==> src/rtl/pipe_scoreboard.sv <==
// pipe_scoreboard: per-register countdown scoreboard for the in-order pipeline.
// Sits beside ID. It stalls an instruction whose source operand is still
// pending, and records a countdown for every destination write it issues.
// Optional build macro SCOREBOARD_STATS_EN adds stall_cycles and
// load_use_stalls counters, and a per-register "marked by a load" tag.
module pipe_scoreboard #(
    parameter int NREG     = 32,
    parameter int REG_AW   = 5,
    parameter int ALU_LAT  = 0,
    parameter int LOAD_LAT = 1,
    parameter int CNT_W    = 3
) (
    input  logic              clk,
    input  logic              reset,
    input  logic              id_valid,
    input  logic [REG_AW-1:0] id_rs,
    input  logic              id_rs_used,
    input  logic [REG_AW-1:0] id_rt,
    input  logic              id_rt_used,
    input  logic [REG_AW-1:0] id_rd,
    input  logic              id_wr_en,
    input  logic              id_is_load,
    input  logic              flush,
    input  logic              freeze,
    output logic              stall,
    output logic              issue,
`ifdef SCOREBOARD_STATS_EN
    output logic [NREG-1:0]   busy,
    output logic [31:0]       stall_cycles,
    output logic [31:0]       load_use_stalls
`else
    output logic [NREG-1:0]   busy
`endif
);

    localparam logic [CNT_W-1:0] ALU_L  = CNT_W'(ALU_LAT);
    localparam logic [CNT_W-1:0] LOAD_L = CNT_W'(LOAD_LAT);

    // Entry 0 is kept at constant zero so the hardwired-zero register never
    // looks pending; synthesis folds it away.
    logic [CNT_W-1:0] cnt     [NREG];
    logic [CNT_W-1:0] cnt_dec [NREG];
    logic [CNT_W-1:0] cnt_nxt [NREG];

    logic             rs_blk;
    logic             rt_blk;
    logic             haz;
    logic             mark;
    logic [CNT_W-1:0] mark_lat;

    // Source operand lookup: a source blocks only if it is read, non-zero,
    // in range and its entry is still counting.
    always_comb begin
        // NOTE: every signal driven here gets a default first, so no path
        // leaves it unassigned and no latch is inferred.
        rs_blk = 1'b0;
        rt_blk = 1'b0;
        if (id_rs_used && id_rs != '0 && int'(id_rs) < NREG)
            rs_blk = (cnt[id_rs] != '0);
        if (id_rt_used && id_rt != '0 && int'(id_rt) < NREG)
            rt_blk = (cnt[id_rt] != '0);
    end

    assign haz   = rs_blk | rt_blk;
    assign stall = id_valid & ~flush & (haz | freeze);
    assign issue = id_valid & ~flush & ~stall;

    assign mark_lat = id_is_load ? LOAD_L : ALU_L;
    // A zero latency needs no tracking, so such producers leave the entry alone.
    assign mark = issue & id_wr_en & (id_rd != '0) & (int'(id_rd) < NREG)
                & (mark_lat != '0);

    // Countdown of every entry, then the destination mark. The mark takes the
    // larger of the new latency and the decremented count so a younger write
    // never hides an older, slower one (WAW).
    always_comb begin
        for (int r = 0; r < NREG; r++) begin
            cnt_dec[r] = cnt[r];
            if (r == 0)
                cnt_dec[r] = '0;
            else if (!freeze && cnt[r] != '0)
                cnt_dec[r] = cnt[r] - CNT_W'(1);
            cnt_nxt[r] = cnt_dec[r];
            if (mark && int'(id_rd) == r && mark_lat > cnt_dec[r])
                cnt_nxt[r] = mark_lat;
        end
    end

    // Counter state; reset clears every entry and wins over all other inputs.
    always_ff @(posedge clk) begin
        // NOTE: sequential state uses non-blocking assignments so every
        // register samples values from before this edge, never from each other.
        if (reset) begin
            // NOTE: this array is reset explicitly because a stale count after
            // reset would stall the pipeline on a phantom producer.
            for (int r = 0; r < NREG; r++)
                cnt[r] <= '0;
        end else begin
            for (int r = 0; r < NREG; r++)
                cnt[r] <= cnt_nxt[r];
        end
    end

    // busy mirrors the registered counters; register 0 never reports busy.
    always_comb begin
        busy = '0;
        for (int r = 1; r < NREG; r++)
            busy[r] = (cnt[r] != '0);
    end

`ifdef SCOREBOARD_STATS_EN
    logic [NREG-1:0] is_load;
    logic [NREG-1:0] is_load_nxt;
    logic            rs_tag;
    logic            rt_tag;
    logic            load_use;

    // Tag of the entry that is blocking each source.
    always_comb begin
        rs_tag = 1'b0;
        rt_tag = 1'b0;
        if (rs_blk)
            rs_tag = is_load[id_rs];
        if (rt_blk)
            rt_tag = is_load[id_rt];
    end

    assign load_use = stall & ~freeze & (rs_tag | rt_tag);

    // Tag follows whichever producer owns the count; cleared once it drains.
    always_comb begin
        for (int r = 0; r < NREG; r++) begin
            is_load_nxt[r] = is_load[r];
            if (mark && int'(id_rd) == r && mark_lat > cnt_dec[r])
                is_load_nxt[r] = id_is_load;
            if (cnt_nxt[r] == '0)
                is_load_nxt[r] = 1'b0;
        end
    end

    // Load tags and the two free-running (wrapping) statistics counters.
    always_ff @(posedge clk) begin
        if (reset) begin
            is_load         <= '0;
            stall_cycles    <= '0;
            load_use_stalls <= '0;
        end else begin
            is_load <= is_load_nxt;
            if (stall)
                stall_cycles <= stall_cycles + 32'd1;
            if (load_use)
                load_use_stalls <= load_use_stalls + 32'd1;
        end
    end
`endif

endmodule

==> config.mk <==
export PLATFORM = sky130hd
export DESIGN_NAME = pipe_scoreboard
export DESIGN_NICKNAME = d
export VERILOG_FILES = /design/src/rtl/pipe_scoreboard.sv
export SDC_FILE = /design/constraint.sdc
export NUM_CORES = 1
export LEC_CHECK = 0
export ABC_AREA = 1
export CORE_UTILIZATION = 60
export CTS_CLUSTER_SIZE = 25
export DETAILED_ROUTE_END_ITERATION = 6
export PLACE_DENSITY = 0.88
export SYNTH_ARGS = -nofsm -noshare
export SYNTH_HDL_FRONTEND = slang
export SYNTH_SLANG_ARGS = --single-unit
==> constraint.sdc <==
create_clock -name clk -period 3 [get_ports clk]
set_input_delay 0.6 -clock clk [delete_from_list [all_inputs] [get_ports clk]]
set_output_delay 0.6 -clock clk [all_outputs]
set_load 0.01 [all_outputs]
; ---- After elaboration in Yosys (flattened, before gate mapping)
; Memories as Yosys holds them, arrays and structs flattened.
; Cells that the tools add are included.
; W data, S select, Z words.
[word_totals]
mem_count = 1
inputBits = 24
wordCells = 374
reg_bits = 0
ramBits = 96
[op_classes]
mux = 101
eq_ne = 31
reduce_logical = 136
order_cmp = 32
n_addsub = 31
n_bitwise = 42
[mem_list]
columns = name, depth, width, rd, rd_clocked_by_memory_dff, wr, line_no
row1 = cnt, 32, 3, 33, 0, 32, 41  ; logic [CNT_W-1:0] cnt [NREG];
[ops]
columns = cell, count
row1 = $mux W3, 94
row2 = $reduce_bool A3 Y1, 34
row3 = $logic_and A1 B1 Y1, 97
row4 = $gt A1 B3 Y1, 31
row5 = $sub A3 B1 Y3 const B, 31
row6 = $eq A5 B5 Y1 const B, 16
row7 = $eq A5 B4 Y1 const B, 8
row8 = $or A1 B1 Y1, 34
row9 = $eq A5 B3 Y1 const B, 4
row10 = $reduce_bool A5 Y1, 3
row11 = $eq A5 B2 Y1 const B, 2
row12 = $mux W1, 7
row13 = $and A1 B1 Y1, 6
row14 = $eq A5 B1 Y1 const B, 1
row15 = $logic_not A5 Y1, 1
row16 = $not A1 Y1, 2
row17 = $gt A1 B1 Y1 const B, 1
row18 = $logic_not A1 Y1, 1

; ---- Depth between registers and ports, before layout
[logic_depth]
word_depth = 15
mapped_depth = 19
ltp_nobuf = 17

; ---- Worst setup path after synthesis
; Ideal clock, no wire load.
[synth_timing]
path_kind = input-to-output
from = input id_rt[0]
to = output issue
path_buffers = 3
arrival_ns = 1.890
t_required_ns = 2.400
slack_ns = 0.510
cell_stages = 16
cell_sequence = buf_2 > inv_2 > buf_2 > nand2_1 > nand3_1 > nand2_1 > nand2_1 > nand2_1 > nor2_1 > nand3_1 > nand2_1 > nand2_1 > nand3_1 > nand2_1 > nor2_4 > buf_4
[synth_between]
elab_chain_len = 8
word_cells_on_any_way = 10
classes_between = mux: 1 / bitwise: 5 / reduce/logical: 3 / memory: 1
[synth_lines]
columns = element, line_no
row1 = from (decl), 18  ; input logic [REG_AW-1:0] id_rt,
row2 = $mem_v2 Z32 W3 or $reduce_bool A5 Y1 (tied branches), -
row3 = $reduce_bool A3 Y1 or $logic_and A1 B1 Y1 (tied branches), "61, 60"
row4 = $mux W1 (*), 60  ; if (id_rt_used && id_rt != '0 && int'(id_rt) < NREG)
row5 = $or A1 B1 Y1 (*), 64  ; assign haz = rs_blk | rt_blk;
row6 = $or A1 B1 Y1 (*), 65  ; assign stall = id_valid & ~flush & (haz | freeze);
row7 = $and A1 B1 Y1 (*), 65
row8 = $not A1 Y1 (*), 66  ; assign issue = id_valid & ~flush & ~stall;
row9 = $and A1 B1 Y1 (*), 66
row10 = to (decl), 26  ; output logic issue,
; Every way passes the cells marked *; elsewhere a longest branch is shown, timed or not.

; ---- Final worst setup path
[layout_timing]
from = input id_rt[2]
to = output stall
[layout_between]
elab_chain_len = 6
word_cells_on_any_way = 8
classes_between = mux: 1 / bitwise: 3 / reduce/logical: 3 / memory: 1
[layout_lines]
columns = element, line_no
row1 = $mem_v2 Z32 W3 or $reduce_bool A5 Y1 (tied branches), -
row2 = $reduce_bool A3 Y1 or $logic_and A1 B1 Y1 (tied branches), "61, 60"
row3 = $mux W1 (*), 60
row4 = $or A1 B1 Y1 (*), 64
row5 = $or A1 B1 Y1 (*), 65
row6 = $and A1 B1 Y1 (*), 65
row7 = to (decl), 25  ; output logic stall,
; Marks and branches as above.

==> metrics.cfg <==
[worst_setup_path]
cp-startpoint=id_rt[2]
crit_slowest_cell=clkdlybuf4s50_1
r2r_setup_slack_ns=0.64
reg2reg_depth=12
arrival_ns=2.30
r2r-end=cnt[26][2]
r2r_start=cnt[26][0]
worstSetupEndpoint=stall
cp_max_fo=11
worstPathRequired_ns=2.40
cpMostUsedCell=nand2_1
cp_cell_sequence=clkdlybuf4s50_1 > buf_4 > nand2_1 > nand2_1 > inv_1 > nand3_1 > nand2_1 > nand2_1 > nand3_1 > a21oi_1 > dlygate4sd2_1
crit_path_start_kind=primary input
end_kind=output port
critPathKind=primary input to output port
max_stage_delay_ns=0.51

[clock_network]
cts_buffer_depth=2
cts_tree=yes
htreeDepth=3
clock_sinks=94
cts_hold_buffers=0
cts_made_buffers=9
cts.clk_slew.worst_paths_ns=0.06
cts_root_buffer=clkbuf_16
cts_setup_buffers=0
clock_latency_ns=0.36

[drt]
drt_iter0_drc=790
detail-route-antenna-nets=0
dr_total_vias=7912
vias_per_cell=5.52
drt-total-wl_um=21800
dr.pass1.iters=7
wire_per_inst_um=15.2
drcViolationCount=0

[layout]
nets=1379
drive_gt1_share_pct=5.29
top_regs=cnt: 94 flops
largest_reg_flops=94
utilization_pct=73.1
final_cell_mix=263 x nand2_1, 171 x inv_1, 168 x nor2_1
fillers=994
seq_area_um2=1880
regMostFlops=cnt
antenna_cells=0
finalNonFillerCells=1434
syn2layout_area_growth_pct=17.1
layout_commonest_cell=nand2_1
multi_input_comb_area_um2=4870

[floorplan]
dieArea_um2=13100
io_pins=58
core-area_um2=12200
start_util_pct=62.4
rows=40
die_h_um=115
die_width_um=115

[power_and_ir_drop]
fin_total_pwr_uw=7570
power_density_nw_per_um2=851
leakage_uw=0.00425
ir_drop_uv=569

[timing]
fin_crit_ns=2.90
hold_slack_ns=0.524
finClkSkew_ns=0.00827
finalSetupViolations=0
hold_violations=0
fmax_ghz=0.344
rsz0062_at_grt=false
fin_crit_sh_pct=96.8
drv_slew=0
slew_headroom_pct=55.8
worstMarginPinSlew_ns=0.662
fin_tns_setup_ns=0

[logic_synthesis]
yosys_warnings=0
ys_types=23
syn_inst=1195
seq_area_frac_synth_pct=24.8
ys_ff_latch=94
netlist_area_um2=7590
avgSynthCellArea_um2=6.35

[placement]
gp_congestion=0.972
dp_cells=1419
dp_hpwl_um=16100
numPortBuffers=56

[hold_path]
hold_class=flip-flop to flip-flop

[global_routing]
antenna_found_initial=0
grt_pass1_vias=7654
grtUsageTotal_pct=35.4
overflow=0
grt_pass1_wl_um=36200
grt_max_degree=32

[flow_run]
cap_violations=0

[outcome]
status=complete, no violations

## cells in the mapped netlist
| cell | instances | share of area, % |
|---|---|---|
| nand2_1 | 263 | 13 |
| nor2_4 | 2 | 0.30 |
| a21oi_1 | 79 | 5.2 |
| or2_2 | 3 | 0.25 |
| o211ai_1 | 5 | 0.49 |
| clkbuf_1 | 14 | 0.69 |
| inv_2 | 4 | 0.20 |
| nand3_1 | 151 | 10 |
| conb_1 | 1 | 0.049 |
| o21ai_0 | 14 | 0.92 |
| nand4_1 | 9 | 0.74 |
| dfxtp_1 | 94 | 25 |
| nor4_1 | 3 | 0.25 |
| buf_4 | 6 | 0.59 |
| buf_1 | 6 | 0.30 |
| nor3_1 | 29 | 1.9 |
| ha_1 | 93 | 15 |
| xor2_1 | 62 | 7.2 |
| clkinv_1 | 2 | 0.099 |
| buf_2 | 13 | 0.86 |
| nor2_2 | 1 | 0.082 |
| inv_1 | 172 | 8.5 |
| nor2_1 | 169 | 8.4 |
## power breakdown
| part | switching [uW] | internal, uW | total [uW] |
|---|---|---|---|
| clock network | 499 | 832 | 1330 |
| registers | 206 | 1620 | 1830 |
| logic | 2620 | 1790 | 4410 |
## layout make-up
cell class	instances	share of cell area, %
clock buffers	11	2.73
clock inverters	4	1.07
inverters	178	7.51
multi-input cells	885	54.7
flip-flops and latches	94	21.2
well taps	168	2.36
repair buffers	94	10.4
## kinds of logic (layout without fill, tap and decap cells)
| logic type | after synthesis | count (layout) | synth area share (%) |
|---|---|---|---|
| and+or+nand+nor | 630 | 630 | 34.8 |
| buffers and inverters | 217 | 287 | 11.2 |
| AOI/OAI and AO/OA | 98 | 98 | 6.62 |
| DFF | 94 | 94 | 24.8 |
| adders and majority gates | 93 | 93 | 15.3 |
| xor gates and xnor gates | 62 | 62 | 7.15 |
| other | 1 | 2 | 0.0494 |
## metrics by stage
step	instance area, um2	setup slack, ns
floorplan	7600	0.510
global placement	8550	-0.503
detailed placement	8550	-0.550
CTS	8890	0.0152
global route	8890	0.0263
finish	8890	0.0965
## critical path, delay by kind of cell
family                 cells  cell delay, ns
buffers and inverters      4            1.05
AO/OA/AOI/OAI              1            0.16
AND/OR/NAND/NOR            6            0.49
## per-layer routing
metal	global-route usage, %	vias to the layer above	share of wire, %
met3	7.62	86	10
li1	-	3902	-
met1	43.2	3544	39
met4	18.5	0	4.7
met2	58.5	380	46
met5	0	-	0
## repair_timing
action,in CTS,in global routing
resized for setup,9,5
cloned,0,0
setup endpoints to repair,2,2
## worst min-delay path by stage
stage,startpoint,end,slack [ns],cells after the start
2_1_floorplan,cnt[21][1],cnt[21][1],0.48,2
3_3_place_gp,cnt[3][1],cnt[3][1],0.50,2
3_5_place_dp,cnt[11][1],cnt[11][1],0.51,2
4_1_cts,cnt[11][1],cnt[11][1],0.52,2
5_1_grt,cnt[10][1],cnt[10][1],0.56,2
6_report,cnt[6][1],cnt[6][1],0.52,2
Power figures use the tool's default switching activity.
